[src/rtl/stream_demux4.sv]
// stream_demux4 -- 1-to-4 packet-aware stream demultiplexer.
//
// Routes one valid/ready input stream to one of four output channels. The
// destination is taken from in_sel on the first beat of a packet and held
// (LOCK state) until the in_last beat is accepted. Each channel owns a
// 1-deep register slice, so all outputs are registered and every channel
// drains on its own.
//
// Handshake: a beat moves across an interface in any cycle where valid and
// ready are both 1. Valid never waits on ready. While valid is 1 and ready
// is 0, the producer holds the beat stable.
//
// Optional feature: define DEMUX_CNT_EN to add per-channel accepted-beat
// counters (ports cnt_clr and beat_cnt).
//
// Ports:
//   clk, rst_n            clock, asynchronous active-low reset
//   in_valid/in_ready     input handshake
//   in_data, in_sel       input payload, destination channel (first beat only)
//   in_last               final beat of a packet
//   out_valid[3:0]        per-channel valid
//   out_ready[3:0]        per-channel consumer ready
//   out_data              channel i on bits [i*DATA_W +: DATA_W]
//   out_last[3:0]         per-channel last flag
//   busy                  1 while mid-packet (LOCK state); this is the FSM state
//   cur_ch                channel currently routed
//   cnt_clr, beat_cnt     (DEMUX_CNT_EN only) counter clear, 4 x 16-bit counts
module stream_demux4 #(
  parameter int DATA_W = 8
) (
  input  logic                  clk,
  input  logic                  rst_n,
  input  logic                  in_valid,
  output logic                  in_ready,
  input  logic [DATA_W-1:0]     in_data,
  input  logic [1:0]            in_sel,
  input  logic                  in_last,
  output logic [3:0]            out_valid,
  input  logic [3:0]            out_ready,
  output logic [4*DATA_W-1:0]   out_data,
  output logic [3:0]            out_last,
  output logic                  busy,
  output logic [1:0]            cur_ch
`ifdef DEMUX_CNT_EN
  ,
  input  logic                  cnt_clr,
  output logic [4*16-1:0]       beat_cnt
`endif
);

  typedef enum logic {
    IDLE = 1'b0,
    LOCK = 1'b1
  } state_t;

  state_t          state_q, state_d;
  logic [1:0]      lock_ch_q, lock_ch_d;
  logic [1:0]      ch;
  logic [3:0]      ch_oh;
  logic            accept;

  logic [3:0]        valid_q;
  logic [DATA_W-1:0] data_q [4];
  logic [3:0]        last_q;

  // Channel is free-running from in_sel while idle, frozen while locked.
  assign ch     = (state_q == LOCK) ? lock_ch_q : in_sel;
  assign ch_oh  = 4'b0001 << ch;
  assign cur_ch = ch;
  assign busy   = (state_q == LOCK);

  // A full slice that is draining this cycle can take a new beat, so the
  // stream runs at full rate with no bubble.
  assign in_ready = ~valid_q[ch] | out_ready[ch];
  assign accept   = in_valid & in_ready;

  // FSM state register
  always_ff @(posedge clk or negedge rst_n) begin
    if (!rst_n) begin
      state_q   <= IDLE;
      lock_ch_q <= 2'd0;
    end else begin
      state_q   <= state_d;
      lock_ch_q <= lock_ch_d;
    end
  end

  // FSM next state
  always_comb begin
    state_d   = state_q;
    lock_ch_d = lock_ch_q;
    case (state_q)
      IDLE: begin
        if (accept && !in_last) begin
          state_d   = LOCK;
          lock_ch_d = in_sel;
        end
      end
      LOCK: begin
        if (accept && in_last) begin
          state_d = IDLE;
        end
      end
      default: state_d = IDLE;
    endcase
  end

  // Per-channel register slices. A load wins over a drain in the same cycle;
  // data/last are left alone on a drain and only change on a load.
  always_ff @(posedge clk or negedge rst_n) begin
    if (!rst_n) begin
      valid_q <= 4'b0000;
      last_q  <= 4'b0000;
      for (int i = 0; i < 4; i++) begin
        data_q[i] <= '0;
      end
    end else begin
      for (int i = 0; i < 4; i++) begin
        if (accept && ch_oh[i]) begin
          valid_q[i] <= 1'b1;
          data_q[i]  <= in_data;
          last_q[i]  <= in_last;
        end else if (out_ready[i]) begin
          valid_q[i] <= 1'b0;
        end
      end
    end
  end

  assign out_valid = valid_q;
  assign out_last  = last_q;

  for (genvar g = 0; g < 4; g++) begin : g_out
    assign out_data[g*DATA_W +: DATA_W] = data_q[g];
  end

`ifdef DEMUX_CNT_EN
  logic [15:0] cnt_q [4];

  // Clear has priority over a same-cycle increment; counters wrap naturally.
  always_ff @(posedge clk or negedge rst_n) begin
    if (!rst_n) begin
      for (int i = 0; i < 4; i++) begin
        cnt_q[i] <= 16'd0;
      end
    end else begin
      for (int i = 0; i < 4; i++) begin
        if (cnt_clr) begin
          cnt_q[i] <= 16'd0;
        end else if (accept && ch_oh[i]) begin
          cnt_q[i] <= cnt_q[i] + 16'd1;
        end
      end
    end
  end

  for (genvar g = 0; g < 4; g++) begin : g_cnt
    assign beat_cnt[g*16 +: 16] = cnt_q[g];
  end
`endif

endmodule
[config.mk]
export PLATFORM = sky130hd
export DESIGN_NAME = stream_demux4
export DESIGN_NICKNAME = d
export VERILOG_FILES = /design/src/rtl/stream_demux4.sv
export SDC_FILE = /design/constraint.sdc
export NUM_CORES = 1
export LEC_CHECK = 0
export ABC_AREA = 1
export BUFFER_PORTS_ARGS = -buffer_cell sky130_fd_sc_hd__buf_4
export CORE_MARGIN = 2
export CORE_UTILIZATION = 54
export CTS_CLUSTER_DIAMETER = 30
export CTS_CLUSTER_SIZE = 20
export DETAILED_ROUTE_END_ITERATION = 8
export PLACE_DENSITY = 0.88
export SETUP_SLACK_MARGIN = 0.2
export SLEW_MARGIN = 20
export SYNTH_ARGS = -nofsm -noshare
export SYNTH_HDL_FRONTEND = slang
export SYNTH_SLANG_ARGS = --single-unit
[constraint.sdc]
create_clock -name clk -period 3.49 [get_ports clk]
set_clock_uncertainty 0.15 [all_clocks]
set_input_delay 0.698 -clock clk [delete_from_list [all_inputs] [get_ports clk]]
set_output_delay 0.698 -clock clk [all_outputs]
set_load 0.005 [all_outputs]
After elaboration in Yosys (flattened, before gate mapping)

Cells that the tools add are included.

Register bits: 43
Latch bits: 0
Bits in writable memories: 0
Bits in read-only memories: 0
Input bits: 18
Output and inout bits: 44
Word-level logic and storage cells: 48
Memories: 0

Add/sub/neg operators: 0
Multipliers: 0
Div/mod/pow operators: 0
Magnitude comparators: 1
Equality and inequality tests: 0
Shifts and indexed selects: 1
Mux-type cells: 16
Bitwise operators: 4
Reductions and logical operators: 12

Operators with widths:

| operator                                                              | count |
|---|---|
| 1-bit two-way mux                                                     | 12 |
| 2-bit nonzero test                                                    | 4 |
| 1-bit logical AND                                                     | 6 |
| 1-bit binary-select mux with 2-bit select                             | 2 |
| 1-bit by 2-bit << shifter with 4-bit output (first input constant)    | 1 |
| 2-bit by 3-bit < comparator with 1-bit output (second input constant) | 1 |
| 2-bit two-way mux                                                     | 1 |
| 1-bit inverter                                                        | 2 |
| 1-bit case mux with 2 select lines                                    | 1 |
| 2-bit AND reduction                                                   | 1 |
| 1-bit bitwise AND                                                     | 1 |
| 1-bit zero test                                                       | 1 |
| 1-bit bitwise OR                                                      | 1 |

Logic depth before layout (Yosys ltp)

Depth in word-level cells: 9
Mapped depth: 12

Worst setup path after synthesis

OpenSTA, ideal clock, no wires.

Path kind: in2out
Start point: input port in_sel[0]
End point: output port in_ready
Arrival: 1.204 ns
Required time: 2.642 ns
Setup slack: 1.438 ns
Stages: 7
Cells stage by stage: inv_1 -> nand2_2 -> nand2_2 -> nand3_1 -> nand2_2 -> nor2_4 -> nand2_4

Longest elaborated chain between the ends: 5
Elaborated cells on any way between the ends: 7

Ends and longest elaborated chain:

| element                                   | line | text |
|---|---|---|
| start, declared                           | 36   | `input logic [1:0] in_sel,` |
| 2-bit two-way mux (*)                     | 67   | `assign ch = (state_q == LOCK) ? lock_ch_q : in_sel;` |
| 1-bit binary-select mux with 2-bit select | 74   | `assign in_ready = ~valid_q[ch] \| out_ready[ch];` |
| 1-bit two-way mux (implied by the code)   | 74   |  |
| 1-bit inverter                            | 74   |  |
| 1-bit bitwise OR (*)                      | 74   |  |
| end, declared                             | 34   | `output logic in_ready,` |

Mark *: on every way between the ends. The rest lies on a longest branch, timed or not. The select of a mux whose other input is x is not followed.

==> results.py <==
metrics = {
    "floorplanning": {
        "die_h_um": 64.2,
        "rows": 21,
        "dieArea_mm2": 0.00413,
        "core_region_area_mm2": 0.00342,
        "fp.dieW_um": 64.2,
        "ios": 62,
        "initial_core_util_pct": 57.4,
    },
    "critical_path": {
        "critPathKind": "flip-flop to primary output",
        "end_kind": "primary output",
        "r2r_cells": 10,
        "worst_r2r_endpoint": "out_data[6]",
        "r2r_slack_ps": 1550,
        "arrival_ps": 1650,
        "cp.required_ps": 2640,
        "crit_path_start_kind": "flip-flop",
        "crit_path_max_fanout": 7,
    },
    "grt": {
        "grt_max_degree": 44,
        "grt_pass1_wl_um": 7670,
        "grtUsageMet1_pct": 31.9,
        "gr-total-overflow": 0,
        "grt_pass1_vias": 1639,
        "antenna_found_initial": 0,
        "track_usage_pct": 24.5,
        "use_met3_pct": 5.99,
        "met2_usage_pct": 38.9,
        "top_usage_layer": "met2",
    },
    "sta": {
        "rsz0062_at_grt": "false",
        "finalSetupViolations": 0,
        "tns_ps": 0,
        "finalHoldViolCount": 0,
        "min_period_over_period_pct": 71.6,
        "holdWs_ps": 145,
        "period_minus_slack_ps": 2500,
        "slew_violations": 0,
        "tightest_slew_ps": 521,
        "finalWorstSetupSlack_ps": 992,
        "clock.fmax_mhz": 400,
        "slew_headroom_pct": 65.2,
    },
    "run": {
        "cap_violations": 0,
    },
    "logic_synthesis": {
        "yosysTopAreaCellShare_pct": 54.9,
        "yosys-top-cells-area": "dfrtp_1, nand2_1, o21ai_1",
        "syn-cell-area_mm2": 0.00196,
        "ys_seq_elements": 43,
        "synth_top_family_by_area": "simple AND/OR/NAND/NOR gates",
        "synthAdderAreaFrac_pct": 0,
        "synth_area_leader_cell": "dfrtp_1",
        "synth_cells": 224,
        "synth.area.mux_share_pct": 0,
        "synth_nets": 242,
        "synth-xor-area-share_pct": 0,
        "synth.avg_cell_area_um2": 8.75,
        "synth-simple-area-share_pct": 33.3,
        "synth_compound_area_share_pct": 6.83,
        "synth_warnings": 0,
        "ys_types": 19,
        "yosysSeqAreaShare_pct": 54.9,
    },
    "drt": {
        "drtAntennaViolNets": 0,
        "first_pass_iters": 5,
        "dr_total_vias": 1698,
        "drt-wirelength-per-cell_um": 13.7,
        "vias_per_cell": 5.07,
        "drt_iter0_drc": 114,
        "route.detailed.drc": 0,
        "routed_wl_um": 4590,
    },
    "run_status": {
        "status": "finished clean",
    },
    "clock_tree": {
        "postCtsSetupBuffers": 0,
        "cts_max_path_buffers": 2,
        "hold_buffers": 0,
        "cts_tree": "yes",
        "cts_root_buf": "clkbuf_4",
        "ctsHtreeMaxLevel": 2,
        "numCtsBuffers": 5,
        "clkSinkCount": 43,
        "clk_pin_slew_ps": 120,
        "cts_resized": 0,
        "clk_latency_ps": 350,
    },
    "placement": {
        "routabilityCongestion": 0.826,
        "hpwl_um": 3430,
        "pre_cts_slack_ps": 1120,
        "portBuffers": 61,
    },
    "worst_hold_path": {
        "hold_class": "input pin to asynchronous set/reset pin",
    },
    "cells_and_area": {
        "final_nets": 306,
        "fill_cells": 292,
        "insertedDiodeCount": 0,
        "drive_above_1_share_pct": 30.8,
        "area_growth_pct": 26.8,
    },
    "pwr": {
        "power_density_mw_per_mm2": 882,
        "p_leak_nw": 1.38,
        "p_total_mw": 2.19,
        "vdd_ir_drop_max_v": 0.000480,
    },
}
## cells in the final DEF, fill, tap and decap left out
cell type  synthesis  routed
nand4_1            3       3
clkbuf_4           0       5
nand2_4            4       4
nand2_2            8       8
nand2_1          108     108
buf_4              0      61
dfrtp_1           43      43
o22ai_1            2       2
nor2_4             3       3
clkbuf_1           0       2
o21ai_1           15      15
nand2_8            1       1
nor2_1             4       4
clkinv_2           0       1
nor2_8             2       2
nand3_1            5       5
o21ai_2            2       2
inv_1             14      14
o21ai_0            4       4
inv_2              1       1
a21oi_2            1       1
## cell type report
cell class,count,area [µm²],share of cell area (%)
Sequential cell,43,1080,43.3
Multi-Input combinational cell,162,787,31.7
Timing Repair Buffer,61,458,18.4
Tap cell,46,57.6,2.32
Inverter,15,56.3,2.27
Clock buffer,7,45.0,1.81
Clock inverter,1,5.00,0.201
## worst max path at each step
stage,startpoint,to,slack (ps)
2_1_floorplan,in_sel[0],in_ready,1440
3_3_place_gp,in_sel[0],in_ready,1150
3_5_place_dp,in_sel[0],in_ready,1120
4_1_cts,flip-flop,in_ready,980
5_1_grt,flip-flop,in_ready,840
6_report,flip-flop,in_ready,990
## flip-flops by register name, indices dropped and copies added (netlist names), named ones only
signal     count
lock_ch_q      2
out_valid      4
out_data      32
out_last       4
## worst max-delay path, cell delays in order, from the launching register on
cell     delay (ps)
dfrtp_1         470
inv_2           120
nand2_2          90
nand2_4          70
nand3_1         100
nand2_2          80
nor2_4          140
nand2_4          90
buf_4           140
## synth_stat cells
master   number
nand2_1     108
dfrtp_1      43
o21ai_1      15
inv_1        14
nand2_2       8
nand3_1       5
nand2_4       4
nor2_1        4
o21ai_0       4
nand4_1       3
nor2_4        3
buf_2         2
buf_8         2
nor2_8        2
o21ai_2       2
o22ai_1       2
a21oi_2       1
inv_2         1
nand2_8       1
## power breakdown
| group | switching, mW | internal (mW) |
|---|---|---|
| Sequential | 0.147 | 0.730 |
| Clock | 0.151 | 0.0787 |
| Combinational | 0.590 | 0.494 |
## per-layer routing
metal	vias to the layer above	routed length [µm]
met4	0	60
li1	827	-
met3	5	395
met1	804	1850
met2	62	2290
met5	-	0
## cell families (layout without fill, tap and decap cells)
| kind of cell | count (synthesis) | in the layout |
|---|---|---|
| buffers and inverters | 19 | 84 |
| DFF | 43 | 43 |
| and+or+nand+nor | 138 | 138 |
| AOI/OAI and AO/OA | 24 | 24 |
## stage by stage
| step | std cells | cell area (µm²) | utilization [%] |
|---|---|---|---|
| 3_5_place_dp | 327 | 2430 | 71.3 |
| 5_1_grt | 335 | 2480 | 72.7 |
| 4_1_cts | 335 | 2480 | 72.7 |
| 3_3_place_gp | 327 | 2430 | 71.3 |
| 6_report | 335 | 2480 | 72.7 |
| 2_1_floorplan | 224 | 1960 | - |
No activity file was read; power rests on OpenSTA's default activity.
